### src/rtl/seg_display_if.sv
// Connection between the ALU result and the seven-segment display stage.
// The ALU side is the master; the display stage is the slave.
interface seg_display_if;
  logic [7:0] value;
  logic       dec_mode;
  logic       sgn_mode;
  logic [6:0] seg;
  logic [3:0] an;
  logic       busy;

  modport master (output value, dec_mode, sgn_mode, input seg, an, busy);
  modport slave  (input value, dec_mode, sgn_mode, output seg, an, busy);
endinterface

### src/rtl/seg_display.sv
// Basys3 4-digit seven-segment driver for the 8-bit ALU result: hex or decimal
// rendering via sequential double-dabble, time-multiplexed at REFRESH_DIV cycles per digit.
module seg_display #(
  parameter int REFRESH_DIV = 100000
) (
  input  logic         clk,
  input  logic         reset,
  seg_display_if.slave bus
);

  localparam logic [1:0] IDLE    = 2'd0;
  localparam logic [1:0] CONVERT = 2'd1;
  localparam logic [1:0] LOAD    = 2'd2;

  // Display registers hold a 5-bit code: 0..15 glyph, plus blank and minus.
  localparam logic [4:0] CODE_BLANK = 5'd16;
  localparam logic [4:0] CODE_MINUS = 5'd17;

  localparam int CNT_W = (REFRESH_DIV > 2) ? $clog2(REFRESH_DIV) : 1;

  logic [1:0]       state;
  logic [7:0]       snap_value;
  logic             snap_dec;
  logic             snap_sgn;
  logic [7:0]       bin;
  logic [11:0]      bcd;
  logic [2:0]       iter;
  logic [3:0][4:0]  disp;
  logic [3:0][4:0]  disp_next;
  logic [CNT_W-1:0] refresh_cnt;
  logic [1:0]       digit_idx;

  logic             mismatch;
  logic [8:0]       magnitude;
  logic [11:0]      bcd_adj;
  logic             negative;

  assign mismatch  = {bus.value, bus.dec_mode, bus.sgn_mode} != {snap_value, snap_dec, snap_sgn};
  assign magnitude = (bus.sgn_mode && bus.value[7]) ? 9'd256 - {1'b0, bus.value}
                                                    : {1'b0, bus.value};
  assign negative  = snap_sgn && snap_value[7];

  // NOTE: every always_comb output gets a default first, so no path can infer a latch.
  always_comb begin
    bcd_adj = bcd;
    for (int i = 0; i < 3; i++) begin
      if (bcd[i*4 +: 4] >= 4'd5) bcd_adj[i*4 +: 4] = bcd[i*4 +: 4] + 4'd3;
    end
  end

  always_comb begin
    disp_next = {CODE_BLANK, CODE_BLANK, 1'b0, snap_value[7:4], 1'b0, snap_value[3:0]};
    if (snap_dec) begin
      disp_next[3] = negative ? CODE_MINUS : CODE_BLANK;
      disp_next[2] = (bcd[11:8] == 4'd0) ? CODE_BLANK : {1'b0, bcd[11:8]};
      disp_next[1] = (bcd[11:4] == 8'd0) ? CODE_BLANK : {1'b0, bcd[7:4]};
      disp_next[0] = {1'b0, bcd[3:0]};
    end
  end

  // NOTE: sequential state is written only with non-blocking assignments so every
  // register samples the pre-edge values, independent of statement order.
  always_ff @(posedge clk or posedge reset) begin
    if (reset) begin
      state      <= IDLE;
      snap_value <= 8'd0;
      snap_dec   <= 1'b0;
      snap_sgn   <= 1'b0;
      bin        <= 8'd0;
      bcd        <= 12'd0;
      iter       <= 3'd0;
      disp       <= {CODE_BLANK, CODE_BLANK, 5'd0, 5'd0};
    end else begin
      case (state)
        IDLE: begin
          if (mismatch) begin
            snap_value <= bus.value;
            snap_dec   <= bus.dec_mode;
            snap_sgn   <= bus.sgn_mode;
            bin        <= magnitude[7:0];
            bcd        <= 12'd0;
            iter       <= 3'd0;
            state      <= bus.dec_mode ? CONVERT : LOAD;
          end
        end
        CONVERT: begin
          {bcd, bin} <= {bcd_adj[10:0], bin, 1'b0};
          iter       <= iter + 3'd1;
          if (iter == 3'd7) state <= LOAD;
        end
        LOAD: begin
          disp  <= disp_next;
          state <= IDLE;
        end
        default: state <= IDLE;
      endcase
    end
  end

  always_ff @(posedge clk or posedge reset) begin
    if (reset) begin
      refresh_cnt <= '0;
      digit_idx   <= 2'd0;
    end else if (refresh_cnt == CNT_W'(REFRESH_DIV - 1)) begin
      refresh_cnt <= '0;
      digit_idx   <= digit_idx + 2'd1;
    end else begin
      refresh_cnt <= refresh_cnt + CNT_W'(1);
    end
  end

  function automatic logic [6:0] glyph(input logic [4:0] code);
    case (code)
      5'd0:    glyph = 7'b1000000;
      5'd1:    glyph = 7'b1111001;
      5'd2:    glyph = 7'b0100100;
      5'd3:    glyph = 7'b0110000;
      5'd4:    glyph = 7'b0011001;
      5'd5:    glyph = 7'b0010010;
      5'd6:    glyph = 7'b0000010;
      5'd7:    glyph = 7'b1111000;
      5'd8:    glyph = 7'b0000000;
      5'd9:    glyph = 7'b0010000;
      5'd10:   glyph = 7'b0001000;
      5'd11:   glyph = 7'b0000011;
      5'd12:   glyph = 7'b1000110;
      5'd13:   glyph = 7'b0100001;
      5'd14:   glyph = 7'b0000110;
      5'd15:   glyph = 7'b0001110;
      5'd17:   glyph = 7'b0111111;
      default: glyph = 7'b1111111;
    endcase
  endfunction

  assign bus.an   = ~(4'b0001 << digit_idx);
  assign bus.seg  = glyph(disp[digit_idx]);
  assign bus.busy = (state == CONVERT) || (state == LOAD);

endmodule

### src/flat_wrapper.sv
// flat-port wrapper written by rule: the top's interface ports become plain ports
module seg_display_flat 
#(
  parameter int REFRESH_DIV = 100000
)
  (clk, reset, bus_value, bus_dec_mode, bus_sgn_mode, bus_seg, bus_an, bus_busy);
  seg_display_if bus_i ();
  input  logic clk;
  input  logic reset;
  input wire logic [$bits(bus_i.value)-1:0] bus_value;
  input wire logic [$bits(bus_i.dec_mode)-1:0] bus_dec_mode;
  input wire logic [$bits(bus_i.sgn_mode)-1:0] bus_sgn_mode;
  output wire logic [$bits(bus_i.seg)-1:0] bus_seg;
  output wire logic [$bits(bus_i.an)-1:0] bus_an;
  output wire logic [$bits(bus_i.busy)-1:0] bus_busy;
  assign bus_i.value = bus_value;
  assign bus_i.dec_mode = bus_dec_mode;
  assign bus_i.sgn_mode = bus_sgn_mode;
  assign bus_seg = bus_i.seg;
  assign bus_an = bus_i.an;
  assign bus_busy = bus_i.busy;
  seg_display #(.REFRESH_DIV(REFRESH_DIV)) u_core (.clk(clk), .reset(reset), .bus(bus_i));
endmodule
### config.mk
export PLATFORM = sky130hd
export DESIGN_NAME = seg_display_flat
export DESIGN_NICKNAME = d
export VERILOG_FILES = /design/src/rtl/seg_display_if.sv /design/src/rtl/seg_display.sv /design/src/flat_wrapper.sv
export SDC_FILE = /design/constraint.sdc
export NUM_CORES = 1
export LEC_CHECK = 0
export ABC_AREA = 1
export CORE_MARGIN = 10
export CORE_UTILIZATION = 60
export DETAILED_ROUTE_END_ITERATION = 8
export GPL_TIMING_DRIVEN = 0
export PLACE_DENSITY = 0.86
export SLEW_MARGIN = 5
export SYNTH_ARGS = -nofsm -noshare
export SYNTH_HDL_FRONTEND = slang
export SYNTH_SLANG_ARGS = --single-unit
### constraint.sdc
create_clock -name clk -period 2.5 [get_ports clk]
set_input_delay 0.375 -clock clk [delete_from_list [all_inputs] [get_ports clk]]
set_output_delay 0.375 -clock clk [all_outputs]
set_load 0.02 [all_outputs]
==> run_results.csv <==
group,metric,value,unit
critical_path,crit_buf_inv,5,
synth,synthArstFlopShare,100,%
cells_and_area,drive_gt1_share,11.4,%
critical_path,r2r-start,"u_core.state[0]",
timing,max_clock_freq,0.403,GHz
place,dp_worst_setup_slack,-0.657,ns
clock_tree,clock_sinks,69,
clock_tree,cts_buffer_depth,2,
critical_path,worstPathArrival,2.11,ns
grt,grt_pass1_vias,3932,
place,gp_congestion,0.929,
timing,finalMaxSlewViolations,0,
synth,synth_top_family_by_area,"simple AND/OR/NAND/NOR gates",
place,portBuffers,23,
power_and_ir_drop,p_per_area,915,nW/um2
critical_path,rrSetupSlack,0.57,ns
synth,yosys_warnings,0,
route,vias_per_cell,5.67,
grt,grt-ovfl-total,0,
floorplan,core_area,6910,um2
timing,setup_viol,0,
clock_tree,cts_tree,"done",
grt,grt_antenna_before_repair,0,
route,dr.max_layer_used,"met4",
clock_tree,cts_root_buf,"clkbuf_8",
route,dr_wl_met2,5.05,mm
critical_path,crit_path_start,"u_core.digit_idx[0]",
clock_tree,clock_latency,0.34,ns
floorplan,die_area,11000,um2
cells_and_area,stdcell_count,745,
timing,hold_viol,0,
floorplan,num_rows,30,
synth,synth-edff-count,0,
grt,track_usage,18.9,%
run,maxCapViolCount,0,
critical_path,r2r_cells,7,
timing,fin_worst_skew,0.0114,ns
floorplan,fp.dieW,105,um
timing,fin_setup_tns,0,ns
floorplan,die_h,105,um
timing,post-route-worst-setup-slack,0.0181,ns
synth,syn_nets,634,
clock_tree,tritoncts.num_buffers,9,
timing,fin_crit_sh,99.3,%
route,met3_length,744,um
hold_path,hold_class,"flop to flop",
critical_path,r2r_end,"u_core.bin[4]",
route,ant_nets,0,
synth,synth_flop_cell,"dfrtp_1",
synth,yosys.area_share.simple,31.9,%
critical_path,path_cells,"buf_4 > buf_4 > nand2_1 > nand3_1 > nand2_1 > buf_6 > inv_1 > nand2_1 > o211ai_1 > nand3_1 > buf_4",
place,dp_hpwl,7.44,mm
cells_and_area,syn_to_final_growth,15.8,%
timing,fin_hold_ws,0.461,ns
timing,slew_headroom,43.2,%
grt,grt_pass1_wl,17.9,mm
critical_path,cpLargestDelayFamily,"buffers and inverters",
synth,synth-compound-area-share,9.16,%
critical_path,crit_fanout,10,
synth,muxShareOfSynthArea,0,%
route,routedWlPerCell,14.6,um
synth,yosys.area_share.adder,6.93,%
synth,ys_types,36,
synth,ys_seq_area_share,39.9,%
synth,syn_inst,598,
route,wl,10.9,mm
cells_and_area,fillers,537,
outcome,status,"completed",
floorplan,ios,24,
power_and_ir_drop,ir_worst_vdd,557,uV
floorplan,initial_core_util,62.7,%
route,first_pass_iters,5,
timing,worstMarginPinSlew,0.852,ns
critical_path,endpoint_kind,"primary output",
clock_tree,hold_buffers,0,
cells_and_area,antenna_cells,0,
hold_path,min_from,"u_core.refresh_cnt[0]",
critical_path,slowest_delay,0.42,ns
route,drc,0,
hold_path,min_path_cells,1,
synth,synth.cell_area,4330,um2
power_and_ir_drop,leakagePower,2.56,nW
critical_path,worstSetupPathType,"flop to primary output",
hold_path,hold_end,"u_core.refresh_cnt[0]",
route,met1_length,4.88,mm
cells_and_area,nets,682,
critical_path,cpMaxStageDelayCell,"dfrtp_2",
grt,grt_max_degree,70,
synth,synth-seq-cells,69,
route,dr_total_vias,4226,
place,dp.cells,717,
clock_tree,clk_pin_slew,0.07,ns
synth,synth-xor-area-share,2.22,%
critical_path,start_kind,"flop",
critical_path,required,2.12,ns
synth,syn_area_per_cell,7.24,um2
timing,period_needed,2.48,ns
clock_tree,cts.htree.levels,3,
route,first_iter_violations,386,
[Yosys cell counts (4+ instances only)]
library cell  instances  area, um2
dfrtp_1              68       1700
inv_2                 5       18.8
nand3_1              82        410
a21oi_1              12       60.1
nor2_1               45        169
o21ai_1              10       50.1
buf_6                 4       45.0
xor2_1               10       87.6
nor3_1                7       35.0
nand2_1             159        597
o21ai_0              44        220
ha_1                 24        300
nand4_1              10       62.6
inv_1                81        304
clkbuf_1              9       33.8
[registers in the layout, indices dropped and copies added, names as in the netlist]
name                count
u_core.bin              8
u_core.bcd             12
u_core.digit_idx        2
u_core.snap_value       8
u_core.disp            15
u_core.snap_dec         1
u_core.refresh_cnt     17
u_core.snap_sgn         1
u_core.state            2
u_core.iter             3
[kinds of logic (layout without fill, tap and decap cells)]
family                     after synthesis  after routing
and+or+nand+nor                        315            315
buffers and inverters                  104            155
AOI/OAI and AO/OA                       75             75
DFF                                     69             69
adders and majority gates               24             24
xor gates and xnor gates                11             11
[metal layers]
metal  track usage (%)  vias up
met5                 0        -
met1              25.1     1994
met3              3.99       29
met2              29.7      186
li1                  -     2017
met4              6.86        0
[placed cells by master, fill, tap and decap left out, types with 3 or more instances in the layout]
| master | n |
|---|---|
| o21ai_0 | 39 |
| o21ai_1 | 14 |
| nand4_1 | 10 |
| inv_1 | 76 |
| nand3_2 | 3 |
| buf_4 | 16 |
| clkdlybuf4s50_1 | 16 |
| clkbuf_1 | 10 |
| a21oi_1 | 12 |
| clkbuf_8 | 11 |
| ha_1 | 22 |
| inv_4 | 3 |
| nor3_1 | 7 |
| nand2_2 | 4 |
| buf_6 | 7 |
| buf_2 | 5 |
| inv_2 | 7 |
| nand3_1 | 80 |
| dfrtp_1 | 66 |
| nand2_1 | 155 |
| xor2_1 | 10 |
| o211ai_1 | 3 |
| nor2_1 | 45 |
[stage by stage]
step / instance area (um2) / util, % / total power (W)
after CTS: 4910 / 71.1 / 0.00438
after floorplan: 4330 / - / 0.00297
final: 5010 / 72.6 / 0.00459
after detailed placement: 4680 / 67.8 / 0.00359
after global placement: 4680 / 67.8 / 0.00350
after global routing: 5010 / 72.6 / 0.00490
[report_power, final]
group / switching [W] / total [W] / leakage, nW / internal [W]
sequential: 0.000196 / 0.00158 / 0.893 / 0.00138
clock: 0.000410 / 0.000811 / 0.0881 / 0.000401
combinational: 0.00139 / 0.00220 / 1.58 / 0.000804
[how the worst max path moves through the flow]
stage / endpoint / cells after the start
global placement: u_core.refresh_cnt[13] / 2
global route: bus_seg[1] / 11
floorplan: bus_seg[0] / 11
finish: bus_seg[1] / 11
CTS: bus_seg[1] / 11
detailed placement: bus_seg[0] / 12
[timing repair]
action | in CTS | in global routing
endpoints found under the setup margin | 7 | 7
setup buffers | 8 | 6
resized for setup | 32 | 31
pin swaps | 2 | 6
[area by class of cell]
| class | count | area (um2) | share of cell area [%] |
|---|---|---|---|
| Multi-Input combinational cell | 425 | 2240 | 44.6 |
| Sequential cell | 69 | 1730 | 34.5 |
| Inverter | 87 | 339 | 6.76 |
| Timing Repair Buffer | 37 | 318 | 6.34 |
| Clock buffer | 12 | 155 | 3.09 |
| Tap cell | 96 | 120 | 2.40 |
| Buffer | 17 | 105 | 2.10 |
| Clock inverter | 2 | 10.0 | 0.200 |
Note: power is estimated with default switching activity, not from simulation.
